==> src/rtl/memory_stage_if.sv <==
// Data-memory request/acknowledge bus between the memory stage and the data memory.
//   master (stage side): drives req, we, addr, wdata, be; samples ack, rdata
//   slave  (memory side): samples req, we, addr, wdata, be; drives ack, rdata
// ack completes the current request in the cycle it is high; rdata is valid with ack.
interface memory_stage_if #(
  parameter int ADDR_WIDTH = 64,
  parameter int DATA_WIDTH = 64
);
  logic                    req;
  logic                    we;
  logic [ADDR_WIDTH-1:0]   addr;
  logic [DATA_WIDTH-1:0]   wdata;
  logic [DATA_WIDTH/8-1:0] be;
  logic                    ack;
  logic [DATA_WIDTH-1:0]   rdata;

  modport master (output req, we, addr, wdata, be, input ack, rdata);
  modport slave  (input req, we, addr, wdata, be, output ack, rdata);
endinterface

==> src/rtl/memory_stage.sv <==
// Memory-access pipeline stage (M) between the execute register and writeback.
// Converts load/store control into a req/ack data-memory transaction (byte enables,
// store lane shift, load extraction with sign/zero extension), owns the M->W register
// and stalls upstream while a transaction is outstanding.
// Ports:
//   i_clk, i_arst        clock (rising) / asynchronous active-low reset
//   i_result_src..i_rd_addr  execute-register fields (load = result_src 3'd1, store = mem_we)
//   dmem                 data-memory bus (master side)
//   o_stall_m            request outstanding and not acknowledged this cycle
//   o_misaligned         one-cycle pulse when a misaligned/illegal access is dropped
//   o_rd_addr_m, o_reg_we_m  combinational copies of rd/reg_we for the hazard unit
//   o_result_src..o_rd_addr  M->W pipeline register
module memory_stage #(
  parameter int ADDR_WIDTH = 64,
  parameter int DATA_WIDTH = 64,
  parameter int REG_ADDR_W = 5
) (
  input  logic                  i_clk,
  input  logic                  i_arst,
  input  logic [2:0]            i_result_src,
  input  logic                  i_mem_we,
  input  logic                  i_reg_we,
  input  logic [2:0]            i_func3,
  input  logic [ADDR_WIDTH-1:0] i_pc_plus4,
  input  logic [ADDR_WIDTH-1:0] i_pc_target,
  input  logic [DATA_WIDTH-1:0] i_imm_ext,
  input  logic [DATA_WIDTH-1:0] i_alu_result,
  input  logic [DATA_WIDTH-1:0] i_write_data,
  input  logic [REG_ADDR_W-1:0] i_rd_addr,
  memory_stage_if.master        dmem,
  output logic                  o_stall_m,
  output logic                  o_misaligned,
  output logic [REG_ADDR_W-1:0] o_rd_addr_m,
  output logic                  o_reg_we_m,
  output logic [2:0]            o_result_src,
  output logic                  o_reg_we,
  output logic [ADDR_WIDTH-1:0] o_pc_plus4,
  output logic [ADDR_WIDTH-1:0] o_pc_target,
  output logic [DATA_WIDTH-1:0] o_imm_ext,
  output logic [DATA_WIDTH-1:0] o_alu_result,
  output logic [DATA_WIDTH-1:0] o_read_data,
  output logic [REG_ADDR_W-1:0] o_rd_addr
);
  localparam int BE_W  = DATA_WIDTH / 8;
  localparam int OFF_W = $clog2(BE_W);

  typedef enum logic {S_IDLE, S_WAIT} state_t;
  state_t state, state_nxt;

  // ---------------- decode of the incoming access ----------------
  logic             access, legal, align_ok;
  logic [OFF_W-1:0] off_in;
  logic [BE_W-1:0]  mask_in;

  assign access = i_mem_we | (i_result_src == 3'd1);
  assign off_in = i_alu_result[OFF_W-1:0];

  always_comb begin
    mask_in  = '1;
    align_ok = (off_in == '0);
    case (i_func3[1:0])
      2'd0: begin mask_in = BE_W'(1);  align_ok = 1'b1;               end
      2'd1: begin mask_in = BE_W'(3);  align_ok = (off_in[0] == 1'b0);  end
      2'd2: begin mask_in = BE_W'(15); align_ok = (off_in[1:0] == 2'b0); end
      default: ;
    endcase
  end

  // Stores have no unsigned variants; loads have no func3=7 encoding.
  assign legal = align_ok & (i_mem_we ? ~i_func3[2] : (i_func3 != 3'd7));

  // ---------------- request registers (held across WAIT) ----------------
  logic                  rq_we;
  logic [ADDR_WIDTH-1:0] rq_addr;
  logic [DATA_WIDTH-1:0] rq_wdata;
  logic [BE_W-1:0]       rq_be;
  logic [2:0]            rq_func3;
  logic [OFF_W-1:0]      rq_off;

  // Current transaction view: live inputs in IDLE, captured copy in WAIT.
  logic                  req_raw, mis_raw, cur_we;
  logic [ADDR_WIDTH-1:0] cur_addr;
  logic [DATA_WIDTH-1:0] cur_wdata;
  logic [BE_W-1:0]       cur_be;
  logic [2:0]            cur_func3;
  logic [OFF_W-1:0]      cur_off;

  // ---------------- FSM: state register ----------------
  always_ff @(posedge i_clk or negedge i_arst) begin
    if (!i_arst) state <= S_IDLE;
    else         state <= state_nxt;
  end

  // ---------------- FSM: next state ----------------
  always_comb begin
    state_nxt = state;
    case (state)
      S_IDLE: if (access && legal && !dmem.ack) state_nxt = S_WAIT;
      S_WAIT: if (dmem.ack) state_nxt = S_IDLE;
      default: state_nxt = S_IDLE;
    endcase
  end

  // ---------------- FSM: outputs ----------------
  always_comb begin
    req_raw   = 1'b0;
    mis_raw   = 1'b0;
    cur_we    = 1'b0;
    cur_addr  = '0;
    cur_wdata = '0;
    cur_be    = '0;
    cur_func3 = '0;
    cur_off   = '0;
    case (state)
      S_IDLE: begin
        if (access) begin
          req_raw   = legal;
          mis_raw   = ~legal;
          cur_we    = i_mem_we;
          cur_addr  = i_alu_result[ADDR_WIDTH-1:0] & ~ADDR_WIDTH'(BE_W - 1);
          cur_wdata = i_write_data << {off_in, 3'b000};
          cur_be    = mask_in << off_in;
          cur_func3 = i_func3;
          cur_off   = off_in;
        end
      end
      S_WAIT: begin
        req_raw   = 1'b1;
        cur_we    = rq_we;
        cur_addr  = rq_addr;
        cur_wdata = rq_wdata;
        cur_be    = rq_be;
        cur_func3 = rq_func3;
        cur_off   = rq_off;
      end
      default: ;
    endcase
  end

  // Reset gates the combinational request path so req/stall drop the instant reset asserts,
  // even while the still-frozen execute register presents an access.
  assign dmem.req     = i_arst & req_raw;
  assign dmem.we      = cur_we;
  assign dmem.addr    = cur_addr;
  assign dmem.wdata   = cur_wdata;
  assign dmem.be      = cur_be;
  assign o_stall_m    = dmem.req & ~dmem.ack;
  assign o_misaligned = i_arst & mis_raw;
  assign o_rd_addr_m  = i_rd_addr;
  assign o_reg_we_m   = i_reg_we;

  always_ff @(posedge i_clk or negedge i_arst) begin
    if (!i_arst) begin
      rq_we    <= 1'b0;
      rq_addr  <= '0;
      rq_wdata <= '0;
      rq_be    <= '0;
      rq_func3 <= '0;
      rq_off   <= '0;
    end else if (state == S_IDLE && dmem.req && !dmem.ack) begin
      rq_we    <= cur_we;
      rq_addr  <= cur_addr;
      rq_wdata <= cur_wdata;
      rq_be    <= cur_be;
      rq_func3 <= cur_func3;
      rq_off   <= cur_off;
    end
  end

  // ---------------- load extraction ----------------
  logic [DATA_WIDTH-1:0] shifted, load_val;
  assign shifted = dmem.rdata >> {cur_off, 3'b000};

  always_comb begin
    load_val = '0;
    case (cur_func3)
      3'd0: load_val = {{(DATA_WIDTH-8){shifted[7]}},   shifted[7:0]};
      3'd1: load_val = {{(DATA_WIDTH-16){shifted[15]}}, shifted[15:0]};
      3'd2: load_val = {{(DATA_WIDTH-32){shifted[31]}}, shifted[31:0]};
      3'd3: load_val = shifted;
      3'd4: load_val = {{(DATA_WIDTH-8){1'b0}},  shifted[7:0]};
      3'd5: load_val = {{(DATA_WIDTH-16){1'b0}}, shifted[15:0]};
      3'd6: load_val = {{(DATA_WIDTH-32){1'b0}}, shifted[31:0]};
      default: load_val = '0;
    endcase
  end

  // ---------------- M->W pipeline register ----------------
  // A bubble is inserted on every stalled or dropped cycle, so each instruction writes W once.
  always_ff @(posedge i_clk or negedge i_arst) begin
    if (!i_arst) begin
      o_result_src <= '0;
      o_reg_we     <= 1'b0;
      o_pc_plus4   <= '0;
      o_pc_target  <= '0;
      o_imm_ext    <= '0;
      o_alu_result <= '0;
      o_read_data  <= '0;
      o_rd_addr    <= '0;
    end else if (o_stall_m || o_misaligned) begin
      o_result_src <= '0;
      o_reg_we     <= 1'b0;
      o_pc_plus4   <= '0;
      o_pc_target  <= '0;
      o_imm_ext    <= '0;
      o_alu_result <= '0;
      o_read_data  <= '0;
      o_rd_addr    <= '0;
    end else begin
      o_result_src <= i_result_src;
      o_reg_we     <= i_reg_we;
      o_pc_plus4   <= i_pc_plus4;
      o_pc_target  <= i_pc_target;
      o_imm_ext    <= i_imm_ext;
      o_alu_result <= i_alu_result;
      o_read_data  <= (dmem.req && !cur_we) ? load_val : '0;
      o_rd_addr    <= i_rd_addr;
    end
  end
endmodule

==> src/flat_wrapper.sv <==
// flat-port wrapper written by rule: the top's interface ports become plain ports
module memory_stage_flat 
#(
  parameter int ADDR_WIDTH = 64,
  parameter int DATA_WIDTH = 64,
  parameter int REG_ADDR_W = 5
)
  (i_clk, i_arst, i_result_src, i_mem_we, i_reg_we, i_func3, i_pc_plus4, i_pc_target, i_imm_ext, i_alu_result, i_write_data, i_rd_addr, o_stall_m, o_misaligned, o_rd_addr_m, o_reg_we_m, o_result_src, o_reg_we, o_pc_plus4, o_pc_target, o_imm_ext, o_alu_result, o_read_data, o_rd_addr, dmem_req, dmem_we, dmem_addr, dmem_wdata, dmem_be, dmem_ack, dmem_rdata);
  memory_stage_if #(.ADDR_WIDTH(ADDR_WIDTH), .DATA_WIDTH(DATA_WIDTH)) dmem_i ();
  input  logic i_clk;
  input  logic i_arst;
  input  logic [2:0] i_result_src;
  input  logic i_mem_we;
  input  logic i_reg_we;
  input  logic [2:0] i_func3;
  input  logic [ADDR_WIDTH-1:0] i_pc_plus4;
  input  logic [ADDR_WIDTH-1:0] i_pc_target;
  input  logic [DATA_WIDTH-1:0] i_imm_ext;
  input  logic [DATA_WIDTH-1:0] i_alu_result;
  input  logic [DATA_WIDTH-1:0] i_write_data;
  input  logic [REG_ADDR_W-1:0] i_rd_addr;
  output logic o_stall_m;
  output logic o_misaligned;
  output logic [REG_ADDR_W-1:0] o_rd_addr_m;
  output logic o_reg_we_m;
  output logic [2:0] o_result_src;
  output logic o_reg_we;
  output logic [ADDR_WIDTH-1:0] o_pc_plus4;
  output logic [ADDR_WIDTH-1:0] o_pc_target;
  output logic [DATA_WIDTH-1:0] o_imm_ext;
  output logic [DATA_WIDTH-1:0] o_alu_result;
  output logic [DATA_WIDTH-1:0] o_read_data;
  output logic [REG_ADDR_W-1:0] o_rd_addr;
  output wire logic [$bits(dmem_i.req)-1:0] dmem_req;
  output wire logic [$bits(dmem_i.we)-1:0] dmem_we;
  output wire logic [$bits(dmem_i.addr)-1:0] dmem_addr;
  output wire logic [$bits(dmem_i.wdata)-1:0] dmem_wdata;
  output wire logic [$bits(dmem_i.be)-1:0] dmem_be;
  input wire logic [$bits(dmem_i.ack)-1:0] dmem_ack;
  input wire logic [$bits(dmem_i.rdata)-1:0] dmem_rdata;
  assign dmem_req = dmem_i.req;
  assign dmem_we = dmem_i.we;
  assign dmem_addr = dmem_i.addr;
  assign dmem_wdata = dmem_i.wdata;
  assign dmem_be = dmem_i.be;
  assign dmem_i.ack = dmem_ack;
  assign dmem_i.rdata = dmem_rdata;
  memory_stage #(.ADDR_WIDTH(ADDR_WIDTH), .DATA_WIDTH(DATA_WIDTH), .REG_ADDR_W(REG_ADDR_W)) u_core (.i_clk(i_clk), .i_arst(i_arst), .i_result_src(i_result_src), .i_mem_we(i_mem_we), .i_reg_we(i_reg_we), .i_func3(i_func3), .i_pc_plus4(i_pc_plus4), .i_pc_target(i_pc_target), .i_imm_ext(i_imm_ext), .i_alu_result(i_alu_result), .i_write_data(i_write_data), .i_rd_addr(i_rd_addr), .dmem(dmem_i), .o_stall_m(o_stall_m), .o_misaligned(o_misaligned), .o_rd_addr_m(o_rd_addr_m), .o_reg_we_m(o_reg_we_m), .o_result_src(o_result_src), .o_reg_we(o_reg_we), .o_pc_plus4(o_pc_plus4), .o_pc_target(o_pc_target), .o_imm_ext(o_imm_ext), .o_alu_result(o_alu_result), .o_read_data(o_read_data), .o_rd_addr(o_rd_addr));
endmodule
==> config.mk <==
export PLATFORM = sky130hd
export DESIGN_NAME = memory_stage_flat
export DESIGN_NICKNAME = d
export VERILOG_FILES = /design/src/rtl/memory_stage_if.sv /design/src/rtl/memory_stage.sv /design/src/flat_wrapper.sv
export SDC_FILE = /design/constraint.sdc
export NUM_CORES = 1
export LEC_CHECK = 0
export CAP_MARGIN = 40
export CORE_AREA = 5 5 340 342
export CTS_CLUSTER_SIZE = 40
export DETAILED_ROUTE_END_ITERATION = 6
export DIE_AREA = 0 0 345 347
export PLACE_DENSITY = 0.53
export SYNTH_ARGS = -nofsm -noshare
export SYNTH_HDL_FRONTEND = slang
export SYNTH_SLANG_ARGS = --single-unit
==> constraint.sdc <==
create_clock -name i_clk -period 2.9 [get_ports i_clk]
set_input_delay 0.29 -clock i_clk [delete_from_list [all_inputs] [get_ports i_clk]]
set_output_delay 0.29 -clock i_clk [all_outputs]
set_load 0.005 [all_outputs]
==> impl_metrics.py, run 1 <==
metrics = {
    "global_route": {
        "grt.total_usage": 0.1750,
        "grt_pass1_vias": 20340,
        "overflow": 0,
        "grt_pass1_wl_um": 154900,
        "antenna_found_initial": 19,
        "grt_max_degree": 136,
    },
    "placement": {
        "io_buffers": 874,
        "routabilityCongestion": 0.9087,
        "post-dp-hpwl_um": 85460,
        "dpl_cell_area_um2": 33330,
    },
    "flow_run": {
        "max-cap-violations": 0,
    },
    "sta": {
        "max_clock_freq_mhz": 350.2,
        "timing.final.hold_violations": 0,
        "worst_slew_pin_slew_ps": 816.5,
        "slew_viol_final": 0,
        "fin_skew_ps": 20.07,
        "rsz0062_at_grt": "yes",
        "finalSetupViolations": 0,
        "period_share": 0.9846,
        "layout_min_cycle_time_ps": 2855,
        "slew_headroom": 0.4556,
    },
    "detailed_routing": {
        "post_drt_wl_per_cell_um": 23.49,
        "vias": 20220,
        "drt-pass1-iter-count": 7,
        "wl_um": 110200,
        "first_iter_violations": 1434,
        "remaining_drc_errors": 4,
        "final_antenna_net_count": 0,
        "vias_per_cell": 4.309,
    },
    "synth": {
        "synth.most_common_cell": "nand2_1",
        "ys.flop_type": "dfrtp_1",
        "syn_inst": 2121,
        "synth_cell_types": 61,
        "syn_avg_cell_area_um2": 10.07,
        "syn-num-nets": 2521,
        "syn_area_um2": 21360,
        "yosys-top-cells-count": "nand2_1 (478), dfrtp_1 (473), and2_1 (271)",
        "ys_seq_area_frac": 0.5541,
        "synth_top_area_cell": "dfrtp_1",
        "synth_warnings": 0,
        "async_flop_share": 1.000,
        "synth_area_leaders": "dfrtp_1 (55%), nand2_1 (8.4%), and2_1 (7.9%)",
        "synth.top_cell.area_share": 0.5541,
        "yosys_register_bits": 473,
        "synth-edff-count": 0,
    },
    "critical_path": {
        "crit_fanout": 8,
        "startpoint_type": "input pin",
        "cp.arrival_ps": 2570,
        "worstPathRequired_ps": 2610,
        "endpoint_kind": "primary output",
        "rr_worst_depth": 10,
        "path_class": "input pin to primary output",
    },
    "worst_hold_path": {
        "min_path_cells": 3,
        "min_path_type": "input pin to flip-flop",
    },
    "die": {
        "die-area_um2": 119700,
        "ioPinCount": 875,
        "design.core.area_um2": 112000,
        "fp.dieW_um": 345,
        "rows": 123,
        "dieHeight_um": 347,
        "start_util": 0.1907,
    },
    "layout": {
        "drive_gt1_frac": 0.1597,
        "final_core_utilization": 0.3200,
        "multi_input_area_um2": 9010,
        "nets": 3535,
        "area_delta_synth_final_pct": 67.83,
        "nFillCells": 11670,
        "seq_area_um2": 11840,
        "fin_area_um2": 35850,
    },
    "cts": {
        "cts_tree": "built",
        "root_buffer": "clkbuf_16",
        "clockBufferDepth": 3,
        "cts_buffers": 59,
        "cts_sinks": 473,
        "htreeDepth": 2,
        "insertion_delay_ps": 660,
        "path_clk_slew_ps": 60,
    },
    "status": {
        "status": "finished with violations",
        "violations": "design-rule violations",
    },
    "pwr": {
        "power.leakage_nw": 15.96,
        "power.density_nw_per_um2": 560.9,
        "ir_worst_vdd_mv": 0.4446,
        "fin_total_pwr_mw": 20.11,
    },
}
## placed cells by master (no fill, tap or decap), types with 7 or more instances in the layout
cell type / instances
a211oi_1: 42
a21o_1: 36
a21oi_1: 37
a21oi_2: 42
a222oi_1: 14
a22o_1: 16
a22oi_1: 14
a311oi_1: 8
a31oi_1: 20
and2_1: 271
buf_12: 39
buf_2: 10
buf_4: 186
buf_6: 8
clkbuf_1: 9
clkbuf_16: 61
clkbuf_2: 7
clkbuf_8: 10
clkdlybuf4s15_1: 8
clkdlybuf4s50_1: 758
clkinv_2: 16
dfrtp_1: 472
diode_2: 11
dlygate4sd2_1: 67
dlymetal6s2s_1: 17
mux2_2: 54
mux2i_1: 71
nand2_1: 473
nand2b_1: 7
nand3_1: 11
nand4_1: 9
nor2_1: 67
nor2b_1: 39
o21ai_0: 111
o21ai_1: 9
o22ai_1: 21
o31ai_1: 19
o41ai_1: 10
## state kept, by name, indices dropped and copies added (netlist names)
register             flops
u_core.o_rd_addr         5
u_core.rq_addr          64
u_core.o_alu_result     64
u_core.rq_off            3
u_core.o_reg_we          1
u_core.rq_wdata         64
u_core.rq_we             1
u_core.rq_func3          3
u_core.state             1
u_core.o_pc_target      64
u_core.o_result_src      3
u_core.o_read_data      64
u_core.rq_be             8
u_core.o_pc_plus4       64
u_core.o_imm_ext        64
## metrics by stage
step	setup TNS [ps]	hold WS (ps)	instances	setup WS, ps
3_3_place_gp	-61450	116.1	4536	-540.8
5_1_grt	-9.557	43.80	4685	-9.557
2_1_floorplan	0	-5.591	2121	517.3
3_5_place_dp	-58490	115.5	4538	-555.9
4_1_cts	-488.2	16.31	4672	-90.73
6_report	0	70.75	4692	44.63
## what timing repair did
item | CTS | global route
hold buffers | 2 | 0
resized for setup | 147 | 54
gates cloned | 5 | 3
buffers inserted | 21 | 6
endpoints found under the hold margin | 153 | 0
pin swaps | 7 | 7
setup endpoints to repair | 136 | 87
## cells by family (layout without fill, tap and decap cells)
logic type,after synthesis,count (layout),share of synthesized area
multiplexers,131,131,0.06694
AND/OR/NAND/NOR,916,916,0.2051
other,0,11,0
buffers and inverters,165,1225,0.03315
AO/OA/AOI/OAI,436,436,0.1407
flip-flops,473,473,0.5541
## worst max-delay path, cell delays in order
cell and delay [ps]:
dlygate4sd2_1 260, or3b_4 490, or2b_1 230, nor2b_4 290, buf_12 190, buf_6 140
nand2_1 70, nand2_1 60, clkdlybuf4s50_1 530
## worst paths after layout
check / startpoint / endpoint / slack [ps]
max in group asynchronous: i_arst / u_core.o_read_data[3] / 1280
setup reg to reg: u_core.state / u_core.o_read_data[63] / 100
min in group asynchronous: i_arst / u_core.rq_wdata[13] / 320
setup / recovery: i_result_src[2] / dmem_addr[29] / 40
hold / removal: i_alu_result[2] / u_core.o_alu_result[2] / 70
hold reg to reg: u_core.rq_func3[0] / u_core.rq_func3[0] / 480
## routing by layer
layer / wire length (um) / track usage / up-vias / part of all wire
met3: 9112 / 0.05698 / 149 / 0.083
li1: - / - / 9262 / -
met1: 43640 / 0.2096 / 9949 / 0.40
met2: 55030 / 0.3065 / 847 / 0.50
met5: 70 / 0 / - / 0.00064
met4: 2375 / 0.03942 / 10 / 0.022
## area by class of cell
cell class | count | area share
Multi-Input combinational cell | 1483 | 0.2513
Tap cell | 1500 | 0.05235
Antenna cell | 11 | 0.0007678
Inverter | 4 | 0.0004188
Timing Repair Buffer | 1114 | 0.3106
Clock buffer | 78 | 0.04596
Clock inverter | 29 | 0.008341
Sequential cell | 473 | 0.3302
## report_power, final
group,total (mW),internal [mW],switching [mW]
combinational,4.96,2.56,2.41
sequential,7.65,7.34,0.315
clock,7.49,4.35,3.14
total,20.1,14.2,5.86
No activity file was read; power rests on OpenSTA's default activity.
==> inputs of run 2 (changes only) <==
--- a/config.mk
+++ b/config.mk
@@ -10,7 +10,6 @@
 export CTS_CLUSTER_SIZE = 40
 export DETAILED_ROUTE_END_ITERATION = 6
 export DIE_AREA = 0 0 345 347
-export PLACE_DENSITY = 0.53
 export SYNTH_ARGS = -nofsm -noshare
 export SYNTH_HDL_FRONTEND = slang
 export SYNTH_SLANG_ARGS = --single-unit
==> impl_metrics.py, run 2 (same netlist as run 1, synthesis figures left out) <==
metrics = {
    "sta": {
        "fin_skew_ps": 18.12,
        "period_share": 0.9737,
        "tns_ps": 0,
        "slew_viol_final": 0,
        "slew_headroom": 0.2867,
        "max_clock_freq_mhz": 354.1,
        "timing.final.hold_violations": 0,
        "worst_slew_pin_slew_ps": 1070,
        "rsz0062_at_grt": "yes",
        "layout_min_cycle_time_ps": 2824,
        "finalSetupViolations": 0,
        "worst_slack_ps": 76.26,
    },
    "pwr": {
        "power.leakage_nw": 15.85,
        "power.density_nw_per_um2": 558.7,
        "ir_worst_vdd_mv": 0.3778,
        "fin_total_pwr_mw": 20.03,
    },
    "status": {
        "status": "finished clean",
    },
    "detailed_routing": {
        "post_drt_wl_per_cell_um": 23.46,
        "remaining_drc_errors": 0,
        "vias": 20360,
        "wl_um": 110000,
        "final_antenna_net_count": 0,
        "first_iter_violations": 1408,
        "drt-pass1-iter-count": 6,
        "vias_per_cell": 4.342,
    },
    "cts": {
        "cts_tree": "built",
        "insertion_delay_ps": 630,
        "htreeDepth": 2,
        "cts_sinks": 473,
        "path_clk_slew_ps": 60,
        "cts_buffers": 56,
        "clockBufferDepth": 3,
        "root_buffer": "clkbuf_16",
    },
    "global_route": {
        "overflow": 0,
        "grt_max_degree": 146,
        "grt_pass1_vias": 20380,
        "grt.total_usage": 0.1739,
        "grt_pass1_wl_um": 154400,
        "antenna_found_initial": 18,
    },
    "placement": {
        "routabilityCongestion": 0.8804,
        "io_buffers": 874,
        "preCtsSetupSlack_ps": -542.9,
        "place_inst": 4547,
        "post-dp-hpwl_um": 84540,
    },
    "critical_path": {
        "cp_top_family": "buffers and inverters",
        "endpoint_kind": "primary output",
        "crit_fanout": 11,
        "max_stage_delay_ps": 490,
        "cp_num_buf_inv": 7,
        "path_class": "flip-flop to primary output",
        "slowest_stage": "dfrtp_4",
        "path_cells": "buf_8, nor2b_4, buf_6, buf_12, buf_4, buf_16, buf_4, nand2_1, nand2_1, clkdlybuf4s15_1",
        "cp.arrival_ps": 2530,
        "worstPathRequired_ps": 2610,
        "startpoint_type": "flip-flop",
    },
    "die": {
        "die-area_um2": 119700,
        "rows": 123,
        "ioPinCount": 875,
        "design.core.area_um2": 112000,
        "dieHeight_um": 347,
        "fp.dieW_um": 345,
        "start_util": 0.1907,
    },
    "layout": {
        "nets": 3538,
        "drive_gt1_frac": 0.1608,
        "final_core_utilization": 0.3200,
        "layout_common_cells": "clkdlybuf4s50_1 (761), nand2_1 (475), dfrtp_1 (472), and2_1 (271), buf_4 (200)",
        "mostFrequentLayoutCell": "clkdlybuf4s50_1",
        "stdcell_count": 4690,
        "area_delta_synth_final_pct": 67.80,
    },
    "worst_hold_path": {
        "min_path_type": "input pin to flip-flop",
    },
    "flow_run": {
        "max-cap-violations": 0,
    },
}
-- run 2: metrics by stage --
stage	hold slack [ps]	area [um^2]
after floorplan	-5.591	21360
after global placement	179.1	33370
after detailed placement	184.0	33370
after CTS	9.746	35630
after global routing	39.36	35840
final	50.15	35850
-- run 2: routing by layer --
metal | GRT usage | part of all wire
met5 | 0 | 0.00094
met4 | 0.03976 | 0.022
met3 | 0.05575 | 0.085
met2 | 0.2942 | 0.48
met1 | 0.2172 | 0.41
-- run 2: path summary, 6_finish.rpt --
| check | start | to | slack, ps | cells after the start |
|---|---|---|---|---|
| min in group asynchronous | i_arst | u_core.rq_wdata[46] | 120 | 2 |
| worst min register to register | u_core.rq_wdata[30] | u_core.rq_wdata[30] | 480 | 2 |
| worst min-delay path | i_alu_result[0] | u_core.rq_off[0] | 50 | 3 |
| worst max register to register | u_core.state | u_core.o_read_data[63] | 150 | 9 |
| max in group asynchronous | i_arst | u_core.o_pc_target[22] | 1480 | 3 |
| worst max-delay path | u_core.state | dmem_addr[21] | 80 | 10 |
-- run 2: power by group --
group | switching [mW] | internal [mW]
sequential | 0.333 | 7.34
clock | 3.08 | 4.32
combinational | 2.40 | 2.55
total | 5.82 | 14.2
-- run 2: cell type report --
class | instances | area (um^2)
Tap cell | 1500 | 1877
Multi-Input combinational cell | 1483 | 9042
Clock inverter | 24 | 286.5
Fill cell | 11580 | 76190
Clock buffer | 80 | 1642
Sequential cell | 473 | 11840
Timing Repair Buffer | 1120 | 11130
Inverter | 4 | 15.01
Antenna cell | 6 | 15.01
-- run 2: tightest hold or removal path, delay by kind of cell --
family	cells	cell delay (ps)
simple gates	1	80
compound gates	1	70
buf+inv	1	180
-- run 2: what timing repair did --
action	4_1_cts	5_1_grt
buffers inserted	18	10
endpoints found under the hold margin	192	0
cloned	5	2
endpoints found under the setup margin	135	56
hold buffers	1	0
gates resized for setup	162	39
pin swaps	10	3
==> inputs of run 3 (changes only) <==
--- a/config.mk
+++ b/config.mk
@@ -6,10 +6,10 @@
 export NUM_CORES = 1
 export LEC_CHECK = 0
 export CAP_MARGIN = 40
-export CORE_AREA = 5 5 340 342
+export CORE_AREA = 5 5 335 337
 export CTS_CLUSTER_SIZE = 40
 export DETAILED_ROUTE_END_ITERATION = 6
-export DIE_AREA = 0 0 345 347
+export DIE_AREA = 0 0 340 342
 export SYNTH_ARGS = -nofsm -noshare
 export SYNTH_HDL_FRONTEND = slang
 export SYNTH_SLANG_ARGS = --single-unit
==> impl_metrics.py, run 3 (same netlist as run 1, synthesis figures left out) <==
metrics = {
    "status": {
        "status": "finished with violations",
        "violations": "negative setup slack",
    },
    "die": {
        "design.core.area_um2": 108600,
        "die-area_um2": 116300,
        "fp.dieW_um": 340,
        "rows": 121,
        "ioPinCount": 875,
        "dieHeight_um": 342,
        "start_util": 0.1968,
    },
    "critical_path": {
        "endpoint_kind": "primary output",
        "worstPathRequired_ps": 2610,
        "cp.arrival_ps": 2650,
        "rr_startpoint": "u_core.state",
        "crit_fanout": 10,
        "path_class": "flip-flop to primary output",
        "startpoint_type": "flip-flop",
        "crit_start": "u_core.state",
    },
    "placement": {
        "dpl_cell_area_um2": 33260,
        "routabilityCongestion": 0.8968,
        "io_buffers": 874,
        "post-dp-hpwl_um": 85730,
    },
    "worst_hold_path": {
        "hp-start": "i_result_src[1]",
        "min_path_type": "input pin to flip-flop",
    },
    "detailed_routing": {
        "first_iter_violations": 1188,
        "wl_um": 108200,
        "remaining_drc_errors": 0,
        "final_antenna_net_count": 0,
        "post_drt_wl_per_cell_um": 23.61,
        "vias": 20080,
        "vias_per_cell": 4.379,
        "drt-pass1-iter-count": 7,
    },
    "layout": {
        "nFillCells": 11020,
        "multi_input_area_um2": 9036,
        "drive_gt1_frac": 0.1524,
        "nets": 3518,
        "seq_area_um2": 11840,
        "fin_area_um2": 35740,
        "layout_common_cells": "clkdlybuf4s50_1 (757), nand2_1 (475), dfrtp_1 (472), and2_1 (271), buf_4 (187)",
        "mostFrequentLayoutCell": "clkdlybuf4s50_1",
        "area_delta_synth_final_pct": 67.30,
    },
    "global_route": {
        "overflow": 0,
        "grt_max_degree": 153,
        "grt_pass1_wl_um": 152000,
        "antenna_found_initial": 22,
        "grt.total_usage": 0.1768,
        "grt_pass1_vias": 20320,
    },
    "cts": {
        "cts_buffers": 55,
        "cts_sinks": 473,
        "clockBufferDepth": 3,
        "cts_tree": "built",
        "root_buffer": "clkbuf_16",
        "path_clk_slew_ps": 60,
        "htreeDepth": 2,
        "insertion_delay_ps": 650,
    },
    "pwr": {
        "fin_total_pwr_mw": 19.95,
        "power.leakage_nw": 16.55,
        "ir_worst_vdd_mv": 0.5060,
        "power.density_nw_per_um2": 558.2,
    },
    "sta": {
        "finalSetupViolations": 9,
        "layout_min_cycle_time_ps": 2943,
        "rsz0062_at_grt": "yes",
        "worst_slew_pin_slew_ps": 983.7,
        "max_clock_freq_mhz": 339.8,
        "slew_headroom": 0.3442,
        "period_share": 1.015,
        "timing.final.hold_violations": 0,
        "fin_skew_ps": 27.65,
        "worst_slack_ps": -43.09,
        "slew_viol_final": 0,
    },
    "flow_run": {
        "max-cap-violations": 0,
    },
}
[run 3: changes by cell type in the layout (fill, tap and decap cells not counted), moves of 3 or more]
cell / change
clkdlybuf4s50_1: -4
inv_6: -4
clkdlybuf4s15_2: -3
o31ai_2: +6
buf_2: -7
buf_12: +5
buf_16: -5
clkdlybuf4s15_1: -6
buf_4: -13
o31ai_1: -6
buf_6: -5
dlygate4sd2_1: -47
o21ai_0: +3
dlymetal6s2s_1: +69
[run 3: critical path, stage by stage, from the launching register on]
cell and delay [ps]:
dfrtp_4 490, buf_12 160, nor2b_4 220, buf_6 160
buf_12 150, buf_4 160, nand2_1 70, nand2_1 60
clkdlybuf4s50_1 520
[run 3: layout make-up]
cell class / instances / share of cell area
flip-flops and latches: 473 / 0.3313
repair buffers: 1101 / 0.3116
multi-input cells: 1483 / 0.2528
well taps: 1414 / 0.04950
clock buffers: 75 / 0.04425
clock inverters: 26 / 0.009557
diodes: 8 / 0.0005601
inverters: 4 / 0.0004201
[run 3: worst paths after layout]
kind                            slack [ps]  depth (start not counted)                     end
worst max-delay path                   -40                          8           dmem_addr[28]
worst min-delay path                    70                          3  u_core.o_result_src[1]
worst max register to register         100                         10  u_core.o_read_data[62]
worst min register to register         470                          2     u_core.rq_wdata[15]
max in group asynchronous             1450                          4     u_core.rq_wdata[21]
min in group asynchronous               80                          2  u_core.o_pc_target[51]
[run 3: timing repair]
action	CTS	global route
gates resized for setup	45	112
gates cloned	0	1
endpoints found under the hold margin	222	1
buffers inserted	3	15
pin swaps	0	5
setup endpoints to repair	135	130
hold buffers	1	1
[run 3: power breakdown]
group	leakage (nW)	internal, mW	switching (mW)
Sequential	6.06	7.34	0.322
Combinational	9.55	2.54	2.38
Clock	0.940	4.30	3.07
[run 3: through the flow]
step	hold WS (ps)	setup WS [ps]	std cells	setup TNS [ps]	util
2_1_floorplan	-5.591	517.3	2121	0	-
3_3_place_gp	147.8	-285.2	4454	-35330	0.3064
3_5_place_dp	149.1	-305.6	4454	-32660	0.3064
4_1_cts	30.20	-229.0	4559	-14170	0.3248
5_1_grt	19.64	-171.9	4580	-1440	0.3291
6_report	70.34	-43.09	4584	-272.1	0.3292
[run 3: routing by layer]
layer | vias to the layer above | share of wire | GRT usage
met1 | 9934 | 0.40 | 0.2153
met2 | 797 | 0.49 | 0.3039
met3 | 134 | 0.089 | 0.05855
met4 | 10 | 0.021 | 0.04048
li1 | 9200 | - | -
met5 | - | 0.00055 | 0
